`config.mk`:
```
export PLATFORM = sky130hd
export DESIGN_NAME = dff_capture_arbiter
export DESIGN_NICKNAME = d
export VERILOG_FILES = /design/src/rtl/dff_capture_arbiter.sv
export SDC_FILE = /design/constraint.sdc
export NUM_CORES = 1
export LEC_CHECK = 0
export ABC_AREA = 1
export CAP_MARGIN = 20
export CORE_ASPECT_RATIO = 0.6
export CORE_UTILIZATION = 45
export CTS_CLUSTER_DIAMETER = 30
export DETAILED_ROUTE_END_ITERATION = 8
export PLACE_DENSITY = 0.82
export SETUP_SLACK_MARGIN = 0.05
export SYNTH_ARGS = -nofsm -noshare
export SYNTH_HDL_FRONTEND = slang
export SYNTH_SLANG_ARGS = --single-unit
```
`constraint.sdc`:
```
create_clock -name clk -period 2.2 [get_ports clk]
set_input_delay 0.44 -clock clk [delete_from_list [all_inputs] [get_ports clk]]
set_output_delay 0.44 -clock clk [all_outputs]
set_load 0.005 [all_outputs]
```
`src/rtl/dff_capture_arbiter.sv`:
```
// Round-robin arbiter that grants one requester at a time and captures the
// winner's data word into a single shared register, then holds off re-arbitration.
module dff_capture_arbiter #(
  parameter int N_REQ       = 4,
  parameter int WIDTH       = 8,
  parameter int HOLD_CYCLES = 2
) (
  input  logic                     clk,
  input  logic                     rst,
  input  logic [N_REQ-1:0]         req,
  input  logic [N_REQ*WIDTH-1:0]   din,
  output logic [N_REQ-1:0]         gnt,
  output logic [WIDTH-1:0]         q,
  output logic                     q_valid,
  output logic [$clog2(N_REQ)-1:0] q_src,
  output logic                     busy,
  output logic [7:0]               cap_count
);

  localparam int IW = $clog2(N_REQ);
  localparam int CW = $clog2(HOLD_CYCLES + 1);
  localparam logic [IW-1:0] LAST_IDX  = IW'(N_REQ - 1);
  localparam logic [CW-1:0] HOLD_LOAD = CW'(HOLD_CYCLES - 1);

  typedef enum logic [1:0] {
    IDLE  = 2'd0,
    GRANT = 2'd1,
    HOLD  = 2'd2
  } state_t;

  state_t            state_r, state_s;
  logic [IW-1:0]     ptr_r, ptr_s;
  logic [IW-1:0]     win_r, win_s;
  logic [CW-1:0]     hold_cnt_r, hold_cnt_s;
  logic [N_REQ-1:0]  gnt_r, gnt_s;
  logic [WIDTH-1:0]  q_r, q_s;
  logic              q_valid_r, q_valid_s;
  logic [IW-1:0]     q_src_r, q_src_s;
  logic              busy_r, busy_s;
  logic [7:0]        cap_count_r, cap_count_s;

  logic              found_s;
  logic [IW-1:0]     winner_s;
  logic [IW:0]       cand_s;
  logic [WIDTH-1:0]  sel_s;

  // Round-robin search: first asserted request at or above ptr, wrapping.
  always_comb begin
    found_s  = 1'b0;
    winner_s = {IW{1'b0}};
    cand_s   = {(IW+1){1'b0}};
    for (int i = 0; i < N_REQ; i++) begin
      cand_s = {1'b0, ptr_r} + (IW+1)'(i);
      if (cand_s >= (IW+1)'(N_REQ)) begin
        cand_s = cand_s - (IW+1)'(N_REQ);
      end else begin
        cand_s = cand_s;
      end
      if (!found_s && req[cand_s[IW-1:0]]) begin
        found_s  = 1'b1;
        winner_s = cand_s[IW-1:0];
      end else begin
        found_s  = found_s;
      end
    end
  end

  // Only the granted requester's slice can reach the capture register.
  always_comb begin
    sel_s = {WIDTH{1'b0}};
    for (int i = 0; i < N_REQ; i++) begin
      if (win_r == IW'(i)) begin
        sel_s = din[i*WIDTH +: WIDTH];
      end else begin
        sel_s = sel_s;
      end
    end
  end

  // Next-state and next-output computation for the IDLE/GRANT/HOLD sequence.
  always_comb begin
    state_s     = state_r;
    ptr_s       = ptr_r;
    win_s       = win_r;
    hold_cnt_s  = hold_cnt_r;
    gnt_s       = {N_REQ{1'b0}};
    q_s         = q_r;
    q_valid_s   = 1'b0;
    q_src_s     = q_src_r;
    cap_count_s = cap_count_r;
    case (state_r)
      IDLE: begin
        if (found_s) begin
          state_s = GRANT;
          win_s   = winner_s;
          gnt_s   = {{(N_REQ-1){1'b0}}, 1'b1} << winner_s;
          if (winner_s == LAST_IDX) begin
            ptr_s = {IW{1'b0}};
          end else begin
            ptr_s = winner_s + IW'(1'b1);
          end
        end else begin
          state_s = IDLE;
        end
      end
      GRANT: begin
        state_s    = HOLD;
        hold_cnt_s = HOLD_LOAD;
        // A winner that dropped its request aborts without touching q.
        if (req[win_r]) begin
          q_s         = sel_s;
          q_valid_s   = 1'b1;
          q_src_s     = win_r;
          cap_count_s = cap_count_r + 8'd1;
        end else begin
          q_valid_s   = 1'b0;
        end
      end
      HOLD: begin
        if (hold_cnt_r == {CW{1'b0}}) begin
          state_s = IDLE;
        end else begin
          hold_cnt_s = hold_cnt_r - CW'(1'b1);
        end
      end
      default: begin
        state_s = IDLE;
      end
    endcase
    busy_s = (state_s != IDLE);
  end

  // State and output registers; reset overrides any in-flight capture.
  always_ff @(posedge clk) begin
    if (rst) begin
      state_r     <= IDLE;
      ptr_r       <= {IW{1'b0}};
      win_r       <= {IW{1'b0}};
      hold_cnt_r  <= {CW{1'b0}};
      gnt_r       <= {N_REQ{1'b0}};
      q_r         <= {WIDTH{1'b0}};
      q_valid_r   <= 1'b0;
      q_src_r     <= {IW{1'b0}};
      busy_r      <= 1'b0;
      cap_count_r <= 8'd0;
    end else begin
      state_r     <= state_s;
      ptr_r       <= ptr_s;
      win_r       <= win_s;
      hold_cnt_r  <= hold_cnt_s;
      gnt_r       <= gnt_s;
      q_r         <= q_s;
      q_valid_r   <= q_valid_s;
      q_src_r     <= q_src_s;
      busy_r      <= busy_s;
      cap_count_r <= cap_count_s;
    end
  end

  assign gnt       = gnt_r;
  assign q         = q_r;
  assign q_valid   = q_valid_r;
  assign q_src     = q_src_r;
  assign busy      = busy_r;
  assign cap_count = cap_count_r;

endmodule
```
==> results summary <==
The total clock sinks is 32. The maximum buffer depth of the clock tree came out at 2. The average size of a mapped cell came out at around 6.6 um2.

The total area inside the core boundary comes to 3680 um2. The post-synthesis net count is 303. The total number of placement rows is 17.

Traced cell by cell, the critical path runs through clkdlybuf4s50_1 > inv_1 > nand2_1 > nand3_1 > nand2_2 > nor2_4 > nand3_1 > nand3_1 > nand2_1 > inv_1 > ha_1 > o21ai_0 > nor2_1. The sum of routed wire length over all layers is about 4400 um. The via count of the first global-routing pass is roughly 1,600.

The max-capacitance violation count came out at 0. Power spread over the standard cell area amounts to roughly 1100 nW/um2. Counting both buffers and inverters, the worst setup path holds a total of 3.

The largest fanout on the critical path came out at 4. The count of final max-slew check failures came out at 0. The final clock period utilization by the worst path came out at roughly nine tenths. The detailed-router iteration count before antenna repair came out at 4. After synthesis the cells add up to 1730 um2. The count of H-tree levels built during CTS is 2.

The predominant post-synthesis flop cell is sky130_fd_sc_hd__dfxtp_1. The total routing usage reported by global routing is between 20% and 30%. The final net count came out at around 380. The required time reported for the critical path endpoint is 2.38 ns.

In this run the register-to-register setup slack is 0.29 ns. The depth of the worst register-to-register path is 13. The via count of the routed design is about 1,900. Summed over all cells, the static leakage comes to about 1.1 nW. The peak ir drop on the vdd network is about 0.68 mV. The maximum frequency from static timing analysis came out at about 500 MHz.

Setup repair after global routing left no endpoint under its margin. The top cell types in the final layout, fill and taps aside, are sky130_fd_sc_hd__nand2_1, sky130_fd_sc_hd__clkdlybuf4s50_1, sky130_fd_sc_hd__dfxtp_1. The number of inserted diodes is 0. After clock tree synthesis, the setup repair step added 0 buffers. The number of enable-type register cells in the synthesized netlist came out at 0. Leaving out fill and tap cells, the most frequent cell in the layout is sky130_fd_sc_hd__nand2_1. The time the worst path needs with I/O delays and setup is between 2 and 2.5 ns.

Buffers inserted during clock tree synthesis total 5. The most critical setup path has its endpoint at ptr_r[1]$_SDFFE_PP0N_. The number of endpoints failing setup at the final stage came out at 0. The clock latency of the later-clocked register in the worst-skew pair is between 0.2 and 0.3 ns.

The starting utilization of the core area came out at between 40% and 50%. Grouping stages by cell kind, the critical path spends the most delay in simple AND/OR/NAND/NOR gates. The pin count of the biggest net entering global routing is 20. Headroom to the max-slew limit came out at approximately 64%. The vertical extent of the die is 50.0 um. Among the stages of the critical path, the cell type that occurs most often is sky130_fd_sc_hd__nand3_1. The post-synthesis sequential area ratio is ~37%. The ratio of cells with drive above 1 in the final layout came out at a little under an eighth. Summed over all layers, the global routing overflow is 0.

From synthesis to final layout, the design area changed by 48.5%. The number of endpoints with negative hold slack in the final report is 0. The number of antenna violations at the first check in global routing came out at 0. The critical path in this run is classified as input pin to flip-flop. The largest stage delay on the critical path is about 0.45 ns.

The endpoint identified for the worst register-to-register timing path is ptr_r[1]$_SDFFE_PP0N_. The detailed-route wire length per cell is 11.4 um. The netlist uses 27 different library cells. The number of nets still failing antenna checks after routing is 0. The detailed-route DRC error count came out at 0.

The cell count after synthesis is roughly 260. The via density per instance is ~5.0. The routed metal-1 wirelength came out at 2100 um. Routed signal wires occupy layers up through met4. The clock skew after layout came out at ~0.0083 ns. After routing the design area is 2570 um2.

The die width came out at about 80 um. The first-pass GRT wire length came out at roughly 7100 um. The worst setup path is captured at a flip-flop. The final sum of negative setup slack is 0 ns. The final estimated routing congestion in global placement came out at 0.825. Counting buffers and inverters, the worst setup path is 13 cells deep. The transition time at the pin with the least slew margin is 0.535 ns. The first-iteration detailed-routing DRC count came out at 66. The type of element launching the critical path is an input pin.

The length of routed met3 wiring is 315 um. The tree is rooted in a sky130_fd_sc_hd__clkbuf_8. For this design, the slowest cell found on the critical path is sky130_fd_sc_hd__clkdlybuf4s50_1.

The fraction of registers with async set/reset is 0%. The number of warnings reported in the yosys synthesis log is 0. The area after detailed placement is between 2000 and 2500 um2.

The run finished with clean final reports. The design draws around 2.8 mW. The die covers roughly 4100 um2. The number of buffers inserted by port buffering came out at 61. After filler insertion, the fill cell instance count of the layout stands at between 300 and 400. At the worst endpoint, the arrival time is 2.20 ns. The startpoint identified for the worst register-to-register timing path is ptr_r[0]$_SDFFE_PP0N_. The number of register bits inferred by synthesis is 32. 62 I/O pins were placed. In the detailed route, the total length drawn on met2 is ~1900 um.

The launch point of the critical path is req[2]. TritonCTS built the clock tree. The clock-pin slew on the worst setup and hold paths came out at ~0.070 ns. The detailed placement HPWL is around 3200 um.

The path class of the tightest hold or removal check is flip-flop to flip-flop.
-- per-stage QoR --
stage               worst slack [ns]  instances  hold slack (ns)  util (%)
floorplan                      0.420        262            0.439         -
global placement             -0.0553        376            0.450      66.6
detailed placement            -0.124        376            0.456      66.6
CTS                           0.0843        384            0.466      69.6
global route                  0.0396        384            0.492      69.8
finish                         0.183        384            0.468      69.8
-- state kept, by name (all words and copies together) (netlist names) --
signal      cells
q               8
state_r         2
cap_count       8
gnt             4
q_src           2
win_r           2
busy            1
hold_cnt_r      2
q_valid         1
ptr_r           2
-- routing by layer --
metal  GRT usage [%]  up-vias
li1                -      980
met1            30.4      866
met2            34.4       57
met3            8.52        6
met4            8.77        0
met5               0        -
-- report_power, final --
part | switching, mW | internal, mW
clock | 0.226 | 0.335
combinational | 0.809 | 0.616
sequential | 0.104 | 0.724
-- cell families after synthesis --
logic type	synth area share, %
compound gates	8.53
buf+inv	8.10
simple gates	42.2
flops	37.0
xor+xnor	2.02
fa+ha+maj	2.17
-- layout make-up --
type | count | area, um2 | area share (%)
Multi-Input combinational cell | 197 | 957 | 37.2
Timing Repair Buffer | 72 | 693 | 27.0
Sequential cell | 32 | 642 | 25.0
Inverter | 28 | 108 | 4.19
Clock buffer | 5 | 68.8 | 2.68
Tap cell | 47 | 58.8 | 2.29
Clock inverter | 3 | 42.5 | 1.66
-- worst min-delay path by stage --
| stage | startpoint | to | depth (start not counted) |
|---|---|---|---|
| after CTS | hold_cnt_r[1]$_SDFFE_PP0P_ | hold_cnt_r[1]$_SDFFE_PP0P_ | 2 |
| after detailed placement | hold_cnt_r[1]$_SDFFE_PP0P_ | hold_cnt_r[1]$_SDFFE_PP0P_ | 2 |
| final | hold_cnt_r[1]$_SDFFE_PP0P_ | hold_cnt_r[1]$_SDFFE_PP0P_ | 2 |
| after global placement | hold_cnt_r[1]$_SDFFE_PP0P_ | hold_cnt_r[1]$_SDFFE_PP0P_ | 2 |
| after global routing | q[3]$_SDFFE_PP0P_ | q[3]$_SDFFE_PP0P_ | 2 |
| after floorplan | hold_cnt_r[1]$_SDFFE_PP0P_ | hold_cnt_r[1]$_SDFFE_PP0P_ | 2 |
-- worst min-delay path: stages, from the launching register on --
cell and delay, ns:
sky130_fd_sc_hd__dfxtp_1 0.31, sky130_fd_sc_hd__nand2_1 0.06, sky130_fd_sc_hd__a21oi_1 0.05
-- cell usage after synthesis, types with 2 or more instances --
library cell               count  area, um2
sky130_fd_sc_hd__dfxtp_1      32        641
sky130_fd_sc_hd__nand4_1      12       75.1
sky130_fd_sc_hd__inv_1        24       90.1
sky130_fd_sc_hd__a21oi_1      13       65.1
sky130_fd_sc_hd__nor2_4        2       22.5
sky130_fd_sc_hd__a22oi_2       2       25.0
sky130_fd_sc_hd__o21ai_1       2       10.0
sky130_fd_sc_hd__nor2_2        4       25.0
sky130_fd_sc_hd__nand2_1     108        405
sky130_fd_sc_hd__nor2_1       11       41.3
sky130_fd_sc_hd__nand3_1      21        105
sky130_fd_sc_hd__a21oi_2       2       17.5
sky130_fd_sc_hd__xnor2_1       4       35.0
sky130_fd_sc_hd__buf_2         2       10.0
sky130_fd_sc_hd__o21ai_0       6       30.0
sky130_fd_sc_hd__nand2_2       2       12.5
sky130_fd_sc_hd__ha_1          3       37.5
sky130_fd_sc_hd__nand3_2       2       20.0
sky130_fd_sc_hd__clkinv_1      2       7.51
-- what timing repair did --
item	CTS	global route
hold buffers	0	0
gates resized for setup	0	4
setup endpoints to repair	0	2
(Power assumes the default switching activity.)
